`config.mk`:
```
export PLATFORM = sky130hd
export DESIGN_NAME = tube_data_ctrl
export DESIGN_NICKNAME = d
export VERILOG_FILES = /design/src/rtl/tube_data_ctrl_pkg.sv /design/src/rtl/tube_data_ctrl_bin2bcd_seq.sv /design/src/rtl/tube_data_ctrl.sv
export SDC_FILE = /design/constraint.sdc
export NUM_CORES = 1
export LEC_CHECK = 0
export BUFFER_PORTS_ARGS = -buffer_cell sky130_fd_sc_hd__buf_2
export CAP_MARGIN = 10
export CORE_MARGIN = 2
export CORE_UTILIZATION = 46
export CTS_CLUSTER_SIZE = 30
export DETAILED_ROUTE_END_ITERATION = 10
export PLACE_DENSITY = 0.73
export SETUP_SLACK_MARGIN = 0.05
export SLEW_MARGIN = 15
export SYNTH_ARGS = -nofsm -noshare
export SYNTH_HDL_FRONTEND = slang
export SYNTH_SLANG_ARGS = --single-unit
export TNS_END_PERCENT = 30
```
`constraint.sdc`:
```
create_clock -name clk -period 1.6 [get_ports clk]
set_input_delay 0.16 -clock clk [delete_from_list [all_inputs] [get_ports clk]]
set_output_delay 0.16 -clock clk [all_outputs]
set_load 0.005 [all_outputs]
```
`src/rtl/tube_data_ctrl_pkg.sv`:
```
// tube_data_ctrl_pkg: register map, FSM encoding and double-dabble helper shared by the tube controller
package tube_data_ctrl_pkg;
  localparam logic [1:0] REG_DATA = 2'd0;
  localparam logic [1:0] REG_CTRL = 2'd1;
  localparam logic [1:0] REG_STAT = 2'd2;
  localparam logic [1:0] ST_IDLE = 2'd0;
  localparam logic [1:0] ST_SHIFT = 2'd1;
  localparam logic [1:0] ST_COMMIT = 2'd2;
  localparam logic [15:0] DEC_MAX = 16'd9999;
  localparam int ITER = 16;
  localparam int CTRL_EN = 0;
  localparam int CTRL_DEC = 1;
  localparam int STAT_BUSY = 0;
  localparam int STAT_OVF = 1;
  // add 3 to every BCD digit that is 5 or more, ahead of the next left shift
  function automatic logic [15:0] dd_adjust(input logic [15:0] acc);
    logic [15:0] r;
    for (int i = 0; i < 4; i++)
      r[i*4 +: 4] = acc[i*4 +: 4] >= 4'd5 ? acc[i*4 +: 4] + 4'd3 : acc[i*4 +: 4];
    return r;
  endfunction
endpackage

```
`src/rtl/tube_data_ctrl_bin2bcd_seq.sv`:
```
// bin2bcd_seq: sequential 16-bit binary to 4-digit BCD converter (start restarts; done pulses in the commit cycle)
module bin2bcd_seq
  import tube_data_ctrl_pkg::*;
(
  input  logic        clk,
  input  logic        reset,
  input  logic        start,
  input  logic [15:0] value,
  output logic        busy,
  output logic        done,
  output logic [15:0] bcd
);
  logic [1:0] state;
  logic [3:0] cnt;
  logic [15:0] sh;
  logic [15:0] acc;
  logic [15:0] adj;
  assign adj = dd_adjust(acc);
  assign busy = state != ST_IDLE;
  assign done = state == ST_COMMIT;
  assign bcd = acc;
  always_ff @(posedge clk) begin
    if (reset) begin
      state <= ST_IDLE;
      cnt <= '0;
      sh <= '0;
      acc <= '0;
    end else if (start) begin
      state <= ST_SHIFT;
      cnt <= '0;
      sh <= value;
      acc <= '0;
    end else if (state == ST_SHIFT) begin
      acc <= {adj[14:0], sh[15]};
      sh <= {sh[14:0], 1'b0};
      cnt <= cnt + 4'd1;
      if (cnt == 4'(ITER - 1)) state <= ST_COMMIT;
    end else if (state == ST_COMMIT) begin
      state <= ST_IDLE;
    end
  end
endmodule

```
`src/rtl/tube_data_ctrl.sv`:
```
// tube_data_ctrl: bus registers driving a 4-digit tube display in hex or decimal (BCD) mode
module tube_data_ctrl
  import tube_data_ctrl_pkg::*;
(
  input  logic        clk,
  input  logic        reset,
  input  logic        we,
  input  logic [31:0] addr,
  input  logic [31:0] wdata,
  output logic [31:0] rdata,
  output logic        busy,
  output logic [15:0] tube_data,
  output logic        tube_en
);
  logic [15:0] data;
  logic [1:0] ctrl;
  logic ovf;
  logic dec, wr_data, wr_ctrl, dec_set, dec_clr, start, eng_done;
  logic [15:0] src, val, bcd;
  logic [31:0] status;
  logic unused_bits;
  assign unused_bits = ^{addr[31:4], addr[1:0], wdata[31:16]};
  assign dec = ctrl[CTRL_DEC];
  assign wr_data = we && addr[3:2] == REG_DATA;
  assign wr_ctrl = we && addr[3:2] == REG_CTRL;
  assign dec_set = wr_ctrl & ~dec & wdata[CTRL_DEC];
  assign dec_clr = wr_ctrl & dec & ~wdata[CTRL_DEC];
  assign start = (wr_data & dec) | dec_set;
  // a DATA write converts the incoming value, a DEC enable converts the stored one
  assign src = wr_data ? wdata[15:0] : data;
  assign val = src > DEC_MAX ? DEC_MAX : src;
  assign tube_en = ctrl[CTRL_EN];
  always_comb begin
    status = '0;
    status[STAT_BUSY] = busy;
    status[STAT_OVF] = ovf;
  end
  assign rdata = addr[3:2] == REG_DATA ? {16'b0, data} :
                 addr[3:2] == REG_CTRL ? {30'b0, ctrl} :
                 addr[3:2] == REG_STAT ? status : 32'b0;
  bin2bcd_seq u_bcd (
    .clk(clk),
    .reset(reset | dec_clr),
    .start(start),
    .value(val),
    .busy(busy),
    .done(eng_done),
    .bcd(bcd)
  );
  always_ff @(posedge clk) begin
    if (reset) begin
      data <= '0;
      ctrl <= '0;
      ovf <= 1'b0;
      tube_data <= '0;
    end else begin
      if (wr_data) data <= wdata[15:0];
      if (wr_ctrl) ctrl <= wdata[1:0];
      if (start) ovf <= src > DEC_MAX;
      // a restart landing on the commit cycle discards that result
      if (wr_data & ~dec) tube_data <= wdata[15:0];
      else if (dec_clr) tube_data <= data;
      else if (eng_done & ~start) tube_data <= bcd;
    end
  end
endmodule

```
# Yosys cells after proc, flatten, opt, wreduce, memory -nomap -nowiden
# Cells that the tools add are included.
op_classes:
  addsub: 5
  n_lt_le_gt_ge: 5
  eq_ne: 7
  muxes: 18
  bitwise: 12
  reduce_logical: 11
op_table:
  columns: ["cell", "count"]
  rows:
  - ["$mux W16", 8]
  - ["$ge A4 B3 Y1 const B", 4]
  - ["$gt A16 B14 Y1 const B", 1]
  - ["$add A4 B2 Y4 const B", 3]
  - ["$mux W4", 3]
  - ["$mux W2", 5]
  - ["$and A1 B1 Y1", 7]
  - ["$reduce_bool A2 Y1", 3]
  - ["$reduce_bool A3 Y1", 2]
  - ["$add A4 B1 Y4 const B", 1]
  - ["$eq A2 B1 Y1 const B", 2]
  - ["$eq A2 B2 Y1 const B", 2]
  - ["$eq A4 B4 Y1 const B", 1]
  - ["$reduce_and A2 Y1", 2]
  - ["$add A3 B2 Y3 const B", 1]
  - ["$mux W3", 1]
  - ["$ne A3 B3 Y1 const B", 1]
  - ["$not A1 Y1", 3]
  - ["$logic_and A1 B1 Y1", 2]
  - ["$logic_not A2 Y1", 1]
  - ["$ne A2 B2 Y1 const B", 1]
  - ["$or A1 B1 Y1", 2]
  - ["$reduce_or A2 Y1", 1]
  - ["$mux W1", 1]
totals:
  register_bits: 73
  output_inout_bits: 50
  elab_cells: 67

# Depth between registers and ports, before layout
# Gate-level depths: netlist of the first run.
logic_depth:
  word_depth: 10
  mapped_depth: 8
  depth_no_buf: 7

# Cells and area by module
# From an unflattened synthesis of the first run, not the netlist that was laid out.
hier_totals:
  hier_cells: 481
  area_unflattened_um2: 4002.6
by_module_without_submodules:
  columns: ["mod", "n_inst", "cells_each", "area_per_inst_um2", "seq_area_each_um2"]
  rows:
  - ["tube_data_ctrl", 1, 247, 2083.2, 700.7]
  - ["bin2bcd_seq", 1, 234, 1919.3, 760.7]

# Worst setup path after synthesis of the first run
# No wires, ideal clock.
synth_path:
  path_type: "register to register"
  start: "reg ctrl[1]"
  end: "reg u_bcd.acc[12] (netlist: u_bcd.bcd[12])"
  setup_ns: 0.117
  arrival_time_ns: 1.623
  t_required_ns: 1.483
  slack_ns: -0.140
  stages_incl_launch_ff: 8
  n_path_buf: 2
  path_cell_list: "dfxtp_1 -> inv_1 -> mux2_2 -> or2_2 -> clkbuf_1 -> nand2_2 -> buf_2 -> nor2_1"
synth_between:
  elab_chain_cells: 5
synth_lines:
  columns: ["item", "line_no", "rtl"]
  rows:
  - ["from (decl)", "tube_data_ctrl.sv:16", "logic [1:0] ctrl;"]
  - ["from (signal assigned)", "tube_data_ctrl.sv:58", "if (wr_ctrl) ctrl <= wdata[1:0];"]
  - ["$not A1 Y1", "tube_data_ctrl.sv:26", "assign dec_set = wr_ctrl & ~dec & wdata[CTRL_DEC];"]
  - ["$and A1 B1 Y1 (2 in a row)", "tube_data_ctrl.sv:26", null]
  - ["$or A1 B1 Y1", "tube_data_ctrl.sv:28", "assign start = (wr_data & dec) | dec_set;"]
  - ["$reduce_or A2 Y1 (no source line) *", null, null]
  - ["to (signal assigned)", "tube_data_ctrl_bin2bcd_seq.sv:34", "acc <= {adj[14:0], sh[15]};"]
  - ["to (decl)", "tube_data_ctrl_bin2bcd_seq.sv:16", "logic [15:0] acc;"]
# Mark *: on every way between the ends. The rest lies on a longest branch, timed or not.
# A chain may end at the register's enable or synchronous reset.

# Worst setup path after layout of the first run
layout_path:
  start: "reg ctrl[1]"
  end: "reg u_bcd.sh[13]"
layout_between:
  elab_chain_cells: 5
layout_lines:
  columns: ["item", "line_no", "rtl"]
  rows:
  - ["$not A1 Y1", "tube_data_ctrl.sv:26", null]
  - ["$and A1 B1 Y1 (2 in a row)", "tube_data_ctrl.sv:26", null]
  - ["$or A1 B1 Y1", "tube_data_ctrl.sv:28", null]
  - ["$mux W16 / $reduce_bool A2 Y1 (equally long branches)", null, null]
  - ["to (signal assigned)", "tube_data_ctrl_bin2bcd_seq.sv:31", "sh <= value;"]
  - ["to (signal assigned)", "tube_data_ctrl_bin2bcd_seq.sv:35", "sh <= {sh[14:0], 1'b0};"]
  - ["to (decl)", "tube_data_ctrl_bin2bcd_seq.sv:15", "logic [15:0] sh;"]
# Parallel ways exist; a longest one is shown, timed or not.

==> results of run 1 <==
[cell usage in the layout, fill, tap and decap left out, drive strengths merged, types with 6 or more instances in the layout]
| cell type | count |
|---|---|
| nor2 | 68 |
| nor3 | 7 |
| inv | 11 |
| nand2b | 7 |
| mux2i | 23 |
| a22oi | 14 |
| conb | 16 |
| and2 | 17 |
| o21ai | 19 |
| o32ai | 6 |
| a221o | 16 |
| clkbuf | 13 |
| a21oi | 33 |
| nand3 | 7 |
| buf | 98 |
| a31oi | 8 |
| dfxtp | 73 |
| xnor2 | 6 |
| ha | 9 |
| nand2 | 37 |
[per-layer routing]
layer  track usage (%)  vias up
li1                  -     1684
met1             28.82     1662
met2             36.87       97
met3             2.820       18
met4             9.926        0
met5                 0        -
[registers in the layout (all words and copies together), names as in the netlist]
signal	count
ctrl	2
u_bcd.state	2
tube_data	16
ovf	1
u_bcd.sh	16
data	16
u_bcd.cnt	4
u_bcd.bcd	16
[worst min-delay path: cells and delay by family]
| family | cells | cell delay (ns) |
|---|---|---|
| and+or+nand+nor | 1 | 0.05 |
| AOI/OAI and AO/OA | 1 | 0.05 |
| buffers and inverters | 1 | 0.12 |
[cell families (layout without fill, tap and decap cells)]
kind of cell | Yosys count | after routing | share of synthesized area, %
AOI/OAI and AO/OA | 107 | 107 | 19.99
xor gates and xnor gates | 11 | 11 | 2.631
adders and majority gates | 9 | 9 | 3.075
buffers and inverters | 52 | 125 | 7.107
DFF | 73 | 73 | 39.90
muxes | 24 | 24 | 6.594
other | 1 | 16 | 0.1024
and+or+nand+nor | 162 | 162 | 20.60
[per-stage QoR]
| stage | hold slack [ns] | area, um2 | setup WS [ns] | std cells | util (%) |
|---|---|---|---|---|---|
| 2_1_floorplan | 0.2960 | 3785 | -0.02420 | 454 | - |
| 3_3_place_gp | 0.4251 | 4334 | -0.3548 | 610 | 56.09 |
| 3_5_place_dp | 0.4332 | 4334 | -0.4255 | 610 | 56.09 |
| 4_1_cts | 0.05865 | 4606 | 0.03247 | 626 | 59.60 |
| 5_1_grt | 0.08595 | 4730 | -0.009013 | 629 | 61.20 |
| 6_report | 0.07086 | 4730 | 0.04896 | 629 | 61.20 |
[power breakdown]
part / internal (W) / switching (W) / total [W]
Clock: 0.00109 / 0.000705 / 0.00179
Sequential: 0.00186 / 0.0000342 / 0.00190
Combinational: 0.000208 / 0.000258 / 0.000466
Total: 0.00316 / 0.000997 / 0.00416
[repair_timing]
action / CTS / global route
hold buffers: 0 / 0
buffers inserted: 0 / 2
resized for setup: 9 / 23
endpoints found under the setup margin: 54 / 51
pin swaps: 0 / 2
cloned: 0 / 1
[final timing paths]
| check | start | endpoint | slack (ns) | cells after the start |
|---|---|---|---|---|
| worst min-delay path | wdata[14] | data[14]$_SDFF_PP0_ | 0.07 | 3 |
| worst max-delay path | ctrl[1]$_SDFFE_PP0P_ | u_bcd.sh[13]$_SDFFE_PP0P_ | 0.05 | 7 |
| worst max register to register | ctrl[1]$_SDFFE_PP0P_ | u_bcd.sh[13]$_SDFFE_PP0P_ | 0.05 | 7 |
| worst min register to register | u_bcd.sh[15]$_SDFFE_PP0P_ | u_bcd.bcd[0]$_SDFFE_PP0P_ | 0.46 | 2 |
[cell type report]
| type | count | area, um2 |
|---|---|---|
| Multi-Input combinational cell | 329 | 2142 |
| Fill cell | 636 | 2998 |
| Timing Repair Buffer | 99 | 711.9 |
| Sequential cell | 73 | 1466 |
| Tap cell | 102 | 127.6 |
| Clock buffer | 12 | 145.1 |
| Inverter | 10 | 37.54 |
| Clock inverter | 4 | 98.84 |
==> results.json, run 1 <==
{
  "timing.critical_path.fanout_max": 6,
  "leakagePower_nw": 2.083,
  "drt-wirelength-per-cell_um": 15.69,
  "viasPerCell": 5.502,
  "synthToLayoutAreaGrowth_pct": 29.14,
  "drt_first_iter_violations": 208,
  "synth_seq_area_share_pct": 39.90,
  "worstSetupPathType": "reg2reg",
  "netlist_instances": 439,
  "finalSetupViolations": 0,
  "clock_tree.buffer_depth": 2,
  "synth.cells.most_frequent": "73 x sky130_fd_sc_hd__dfxtp_1, 68 x sky130_fd_sc_hd__nor2_1, 36 x sky130_fd_sc_hd__nand2_1",
  "global_route.usage.total_pct": 22.20,
  "global_route.overflow_total": 0,
  "worstPathArrival_ns": 1.79,
  "grt_setup_unrepaired": "yes",
  "wire_length_of_the_first_global_routing_pass_um": 15340,
  "die_width_um": 93.23,
  "cts-buffers-inserted": 9,
  "yosys_register_bits": 73,
  "dp_hpwl_um": 6863,
  "worstSetupEndpointType": "flop",
  "grt_max_degree": 35,
  "number_of_flops_mapped_to_enable_cells_by_yosys": 0,
  "die_area_um2": 8691,
  "power.density_cell_area_nw_per_um2": 878.6,
  "core_um2": 7727,
  "clk_transition_reported_paths_ns": 0.08,
  "h-tree-depth": 3,
  "finClkSkew_ns": 0.008497,
  "crit_chain": "inv_2 -> buf_4 -> mux2_4 -> nor2_4 -> buf_6 -> o21ai_2 -> and3_1",
  "detail_route.wirelength.met1_um": 4348,
  "max-slew-margin-rel_pct": 58.01,
  "post_synth_instance_area_um2": 3662,
  "synth_ff_type": "sky130_fd_sc_hd__dfxtp_1",
  "finalSetupTns_ns": 0,
  "type_of_element_launching_the_critical_path": "flop",
  "cpPeakStageDelay_ns": 0.34,
  "die_h_um": 93.23,
  "highest-signal-layer": "met4",
  "cp_top_family": "simple AND/OR/NAND/NOR gates",
  "met2_wirelength_um": 4930,
  "irDropWorstVdd_mv": 0.4692,
  "drive_gt1_share_pct": 27.70,
  "synth_cell_type_count": 44,
  "clock_latency_ns": 0.35,
  "timing.fmax_mhz": 644.7,
  "layout_min_cycle_time_ns": 1.551,
  "routed_via_count": 3461,
  "cap_viol_max_count": 0,
  "final_layout_net_count": 598,
  "run_status": "finished clean",
  "io_buffers": 54,
  "cts_tree": "built",
  "drcViolationCount": 0,
  "clkSinkCount": 73,
  "netlist.top_cell.by_area": "sky130_fd_sc_hd__dfxtp_1",
  "finalCritPeriodShare_pct": 96.94,
  "overall_power_w": 0.004156,
  "synthMostInstantiatedCell": "sky130_fd_sc_hd__dfxtp_1",
  "floorplan.rows": 32,
  "detail_route.wirelength_um": 9872,
  "final_antenna_net_count": 0,
  "initial_standard_cell_utilization_of_the_core_pct": 47.39,
  "firstDrtPassIters": 4,
  "final_hold_viol_count": 0,
  "synth_top_cells_by_area": "sky130_fd_sc_hd__dfxtp_1 40%, sky130_fd_sc_hd__nor2_1 7.0%, sky130_fd_sc_hd__mux2i_1 6.3%, sky130_fd_sc_hd__a21oi_1 4.5%, sky130_fd_sc_hd__a221o_1 4.4%",
  "critical_path_buf_inv_count": 3,
  "num_antenna_cells": 0,
  "cp_data_required_time_ns": 1.84,
  "worstHoldPathType": "in2reg",
  "synth.avg_cell_area_um2": 8.342,
  "clock_root_buffer": "sky130_fd_sc_hd__clkbuf_8",
  "gpl.final_weighted_congestion": 0.8511,
  "met3_length_um": 412,
  "worstMarginPinSlew_ns": 0.6241,
  "grt_antenna_before_repair": 0,
  "ioPinCount": 117,
  "slew_viol_final": 0,
  "crit_path_top_delay_cell": "sky130_fd_sc_hd__dfxtp_2",
  "synth_top_area_share_pct": 39.90,
  "async_reset_ff_share_pct": 0,
  "number_of_global_route_vias_before_repair": 3256,
  "total_of_warnings_raised_by_yosys": 0
}
No activity file was read; power rests on OpenSTA's default activity.
==> inputs of run 2 (changes only) <==
CELL_PAD_IN_SITES_DETAIL_PLACEMENT = 2   (was not set)
CELL_PAD_IN_SITES_GLOBAL_PLACEMENT = 2   (was not set)
CORE_UTILIZATION = 26   (was 46)
SLEW_MARGIN = 30   (was 15)
==> run 2 against run 1 <==
Effect of this change:
- total power grew 5.9%
- hold slack better by 0.020 ns
- wire length grew 33%
- maximum frequency grew 2.8%
- sequential power about the same
- combinational power grew 5.4%
- die area is 73% higher
- utilization is 25 points lower
- largest power group is now clock
==> results.json, run 2 (synthesized netlist as in run 1, its figures left out) <==
{
  "run_status": "finished clean",
  "global_route.overflow_total": 0,
  "grt_setup_unrepaired": "yes",
  "leakagePower_nw": 2.099,
  "finalCritPeriodShare_pct": 94.29,
  "clk_transition_reported_paths_ns": 0.06,
  "worstSetupPathType": "reg2reg",
  "synthToLayoutAreaGrowth_pct": 35.02,
  "worstPathArrival_ns": 1.73,
  "viasPerCell": 4.967,
  "initial_standard_cell_utilization_of_the_core_pct": 26.49,
  "timing.fmax_mhz": 662.9,
  "ioPinCount": 117,
  "wire_length_of_the_first_global_routing_pass_um": 20490,
  "gpl.final_weighted_congestion": 0.8140,
  "clkSinkCount": 73,
  "fin_area_um2": 4945,
  "most-common-layout-cells": "70 x sky130_fd_sc_hd__dfxtp_1, 66 x sky130_fd_sc_hd__nor2_1, 54 x sky130_fd_sc_hd__buf_2",
  "holdWs_ns": 0.09055,
  "cp_data_required_time_ns": 1.82,
  "layout_min_cycle_time_ns": 1.509,
  "io_buffers": 54,
  "die_width_um": 122.7,
  "worstMarginPinSlew_ns": 0.5100,
  "finClkSkew_ns": 0.005412,
  "final_hold_viol_count": 0,
  "global_route.usage.total_pct": 17.93,
  "routed_via_count": 3502,
  "final_layout_net_count": 596,
  "floorplan.rows": 43,
  "worstHoldPathType": "in2reg",
  "dp_hpwl_um": 9373,
  "number_of_global_route_vias_before_repair": 3823,
  "grt_antenna_before_repair": 0,
  "power.density_cell_area_nw_per_um2": 890.3,
  "cts_tree": "built",
  "grt_max_degree": 33,
  "drt_first_iter_violations": 131,
  "finalSetupTns_ns": 0,
  "cts-buffers-inserted": 9,
  "post_cts_hold_buffer_count": 0,
  "finalSetupViolations": 0,
  "die_h_um": 122.7,
  "clock_root_buffer": "sky130_fd_sc_hd__clkbuf_16",
  "irDropWorstVdd_mv": 0.5602,
  "dpl_cell_area_um2": 4420,
  "h-tree-depth": 3,
  "die_area_um2": 15050,
  "crit_chain": "nand2b_4 -> a31oi_4 -> o22ai_1 -> nor2b_4 -> clkbuf_16 -> a221o_1",
  "worstSetupEndpointType": "flop",
  "final_antenna_net_count": 0,
  "firstDrtPassIters": 6,
  "clock_latency_ns": 0.34,
  "cpPeakStageDelay_ns": 0.32,
  "drive_gt1_share_pct": 28.95,
  "clock_tree.buffer_depth": 2,
  "cap_viol_max_count": 0,
  "layout.cells.most_common": "sky130_fd_sc_hd__dfxtp_1",
  "drcViolationCount": 0,
  "type_of_element_launching_the_critical_path": "flop",
  "drt-wirelength-per-cell_um": 18.69,
  "timing.critical_path.fanout_max": 8,
  "num_antenna_cells": 0,
  "slew_viol_final": 0,
  "core_um2": 13830,
  "detail_route.wirelength_um": 13180,
  "max-slew-margin-rel_pct": 65.69,
  "crit_path_top_delay_cell": "sky130_fd_sc_hd__a221o_1"
}
==> run 2: cell types whose count changed in the layout (fill, tap and decap cells not counted), sizes merged <==
cell	before	now
inv	11	10
clkbuf	13	15
buf	98	96
clkinv	0	2
bufinv	3	0
==> run 2: repair_timing <==
item,4_1_cts,5_1_grt
gates cloned,0,1
setup endpoints to repair,54,52
setup buffers,2,1
pin swaps,2,12
gates resized for setup,15,29
==> run 2: critical path, delay by kind of cell, from the launching register on <==
kind,cells,cell delay [ns]
simple gates,2,0.33
buf+inv,1,0.17
flops,1,0.31
compound gates,3,0.57
==> run 2: metal layers <==
layer	wire, um	vias up	GRT usage, %
li1	-	1682	-
met1	5845	1735	21.46
met2	6629	65	31.73
met3	427	20	3.392
met4	274	0	6.466
met5	0	-	0
==> run 2: final cells by class <==
type / instances / area [um2]
tap: 180 / 225.2
fill: 1554 / 8882
multi-input combinational: 329 / 2215
sequential: 73 / 1470
clock buffer: 14 / 284.0
clock inverter: 2 / 10.01
timing repair buffer: 97 / 700.7
inverter: 10 / 40.04
==> run 2: path summary, 6_finish.rpt <==
| kind | slack (ns) | start | endpoint | cells after the start |
|---|---|---|---|---|
| max | 0.09 | u_bcd.state[0]$_SDFFE_PP0P_ | tube_data[5]$_SDFFE_PP0P_ | 6 |
| min | 0.09 | wdata[15] | data[15]$_SDFF_PP0_ | 3 |
| max reg2reg | 0.09 | u_bcd.state[0]$_SDFFE_PP0P_ | tube_data[5]$_SDFFE_PP0P_ | 6 |
| min reg2reg | 0.45 | u_bcd.sh[15]$_SDFFE_PP0P_ | u_bcd.bcd[0]$_SDFFE_PP0P_ | 2 |
==> run 2: per-stage QoR <==
step | power (W) | util (%) | worst slack, ns | instances
2_1_floorplan | 0.002199 | - | -0.02420 | 454
6_report | 0.004402 | 35.76 | 0.09143 | 705
3_5_place_dp | 0.002392 | 31.97 | -0.3203 | 685
4_1_cts | 0.004408 | 34.73 | 0.02627 | 703
3_3_place_gp | 0.002372 | 31.92 | -0.2822 | 685
5_1_grt | 0.004558 | 35.76 | 0.03861 | 705
==> run 2: power by group <==
group          switching, W  total, W  internal (W)
registers         0.0000367   0.00190       0.00186
logic              0.000285  0.000491      0.000206
clock network      0.000795   0.00201       0.00122
==> inputs of run 3 (changes only) <==
MAX_ROUTING_LAYER = met4   (was not set)
PLACE_DENSITY = 0.8   (was 0.73)
==> run 3 against run 2 <==
Effect of this change:
- wire length rose by 3.2%
- utilization fell by 0.22 points
- global-route usage rose by 1.0 points
- combinational power fell by 1%
- highest routed layer unchanged
==> results.json, run 3 (synthesized netlist as in run 1, its figures left out) <==
{
  "finalSetupViolations": 0,
  "ioPinCount": 117,
  "cp_data_required_time_ns": 1.84,
  "critical_path.reg2reg.startpoint": "u_bcd.state[0]$_SDFFE_PP0P_",
  "core_um2": 13830,
  "postLayoutSetupSlackWorst_ns": 0.05301,
  "cts_tree": "built",
  "clock_latency_ns": 0.35,
  "post_cts_hold_buffer_count": 0,
  "clock_root_buffer": "sky130_fd_sc_hd__clkbuf_16",
  "finalCritPeriodShare_pct": 96.69,
  "final_layout_net_count": 591,
  "overall_power_w": 0.004544,
  "worst_setup_path_startpoint": "u_bcd.state[0]$_SDFFE_PP0P_",
  "worst-r2r-setup-slack_ns": 0.05,
  "layout_min_cycle_time_ns": 1.547,
  "most-common-layout-cells": "66 x sky130_fd_sc_hd__nor2_1, 65 x sky130_fd_sc_hd__dfxtp_1, 54 x sky130_fd_sc_hd__buf_2",
  "io_buffers": 54,
  "final_hold_viol_count": 0,
  "dp_hpwl_um": 9347,
  "clkSinkCount": 73,
  "worst_r2r_endpoint": "tube_data[6]$_SDFFE_PP0P_",
  "worstSetupPathType": "reg2reg",
  "final_antenna_net_count": 0,
  "worstPathArrival_ns": 1.78,
  "finClkSkew_ns": 0.004342,
  "viasPerCell": 5.111,
  "drt-wirelength-per-cell_um": 19.43,
  "comb_power_share_pct": 10.7,
  "endpoint": "tube_data[6]$_SDFFE_PP0P_",
  "routed_via_count": 3578,
  "leakagePower_nw": 2.081,
  "wire_length_of_the_first_global_routing_pass_um": 20910,
  "die_width_um": 122.7,
  "layout.cells.most_common": "sky130_fd_sc_hd__nor2_1",
  "grt_max_degree": 32,
  "power_frac_clock_pct": 47.4,
  "cap_viol_max_count": 0,
  "worstMarginPinSlew_ns": 0.4894,
  "run_status": "finished clean",
  "internal_power_w": 0.003431,
  "cts-buffers-inserted": 9,
  "detailedPlace.worstSlack_ns": -0.3227,
  "drive_gt1_share_pct": 28.46,
  "floorplan.rows": 43,
  "irDropWorstVdd_mv": 0.5341,
  "timing.critical_path.fanout_max": 8,
  "grt_antenna_before_repair": 0,
  "global_route.usage.total_pct": 18.96,
  "max-slew-margin-rel_pct": 67.07,
  "p_seq_share_pct": 41.9,
  "initial_standard_cell_utilization_of_the_core_pct": 26.49,
  "clock_tree.buffer_depth": 2,
  "netSwitchingFraction_pct": 24.49,
  "num_antenna_cells": 0,
  "h-tree-depth": 3,
  "clk_transition_reported_paths_ns": 0.06,
  "slew_viol_final": 0,
  "type_of_element_launching_the_critical_path": "flop",
  "die_h_um": 122.7,
  "global_route.overflow_total": 0,
  "drcViolationCount": 0,
  "number_of_global_route_vias_before_repair": 3868,
  "die_area_um2": 15050,
  "firstDrtPassIters": 4,
  "synthToLayoutAreaGrowth_pct": 34.20,
  "grt_setup_unrepaired": "yes",
  "total_switching_power_w": 0.001113,
  "drt_first_iter_violations": 177,
  "timing.fmax_mhz": 646.4,
  "worstSetupEndpointType": "flop",
  "worstHoldPathType": "in2reg",
  "detail_route.wirelength_um": 13600,
  "power.density_cell_area_nw_per_um2": 924.6,
  "gpl.final_weighted_congestion": 0.8373,
  "reg2reg_depth": 6
}
==> run 3: cell types whose count changed in the layout (fill, tap and decap cells not counted), sizes merged <==
cell	before	now
buf	96	90
bufinv	0	2
clkinv	2	1
==> run 3: worst min-delay path by stage <==
| stage | from | end | slack (ns) | cells after the start |
|---|---|---|---|---|
| 5_1_grt | wdata[15] | data[15]$_SDFF_PP0_ | 0.09 | 3 |
| 3_3_place_gp | wdata[14] | data[14]$_SDFF_PP0_ | 0.43 | 3 |
| 2_1_floorplan | wdata[15] | data[15]$_SDFF_PP0_ | 0.30 | 2 |
| 6_report | wdata[15] | data[15]$_SDFF_PP0_ | 0.09 | 3 |
| 4_1_cts | wdata[15] | data[15]$_SDFF_PP0_ | 0.08 | 3 |
| 3_5_place_dp | wdata[15] | data[15]$_SDFF_PP0_ | 0.44 | 3 |
==> run 3: per-layer routing <==
metal  share of wire, %  vias to the layer above  wire [um]  GRT usage [%]
li1                   -                     1679          -              -
met1                 43                     1807       5798          21.47
met2                 52                       73       7097          32.80
met3                3.3                       19        450          4.740
met4                1.9                        0        257          5.819
met5                  0                        -          0              -
==> run 3: critical path, stage by stage (launching register included) <==
cell	delay (ns)
sky130_fd_sc_hd__dfxtp_2	0.32
sky130_fd_sc_hd__nand2b_4	0.16
sky130_fd_sc_hd__a31oi_1	0.16
sky130_fd_sc_hd__o22ai_1	0.12
sky130_fd_sc_hd__nor2b_4	0.15
sky130_fd_sc_hd__clkbuf_16	0.17
sky130_fd_sc_hd__a221o_1	0.34
==> run 3: layout make-up <==
type / instances / area (um2)
inverters: 10 / 40.04
clock inverters: 3 / 65.06
multi-input cells: 329 / 2197
flip-flops and latches: 73 / 1474
repair buffers: 92 / 673.1
well taps: 180 / 225.2
clock buffers: 13 / 240.2
fillers: 1497 / 8912
==> run 3: through the flow <==
| step | cells | hold slack [ns] | util, % | area [um2] | TNS [ns] |
|---|---|---|---|---|---|
| after global routing | 700 | 0.08902 | 35.54 | 4915 | 0 |
| after floorplan | 454 | 0.2960 | - | 3785 | -0.5314 |
| after detailed placement | 680 | 0.4393 | 31.70 | 4383 | -8.057 |
| after global placement | 680 | 0.4276 | 31.65 | 4377 | -5.998 |
| after CTS | 697 | 0.07901 | 34.52 | 4773 | 0 |
| final | 700 | 0.09293 | 35.54 | 4915 | 0 |
==> run 3: timing repair <==
item / CTS / global route
gates resized for setup: 17 / 29
pin swaps: 1 / 10
buffers inserted: 1 / 1
cloned: 0 / 2
endpoints found under the setup margin: 55 / 46
==> run 3: power groups by stage <==
stage                     registers (W)  clock network [W]  logic [W]
after floorplan                 0.00193                  0   0.000266
after global placement          0.00194                  0   0.000421
after detailed placement        0.00194                  0   0.000442
after CTS                       0.00190            0.00220   0.000464
after global routing            0.00191            0.00227   0.000528
final                           0.00190            0.00215   0.000486
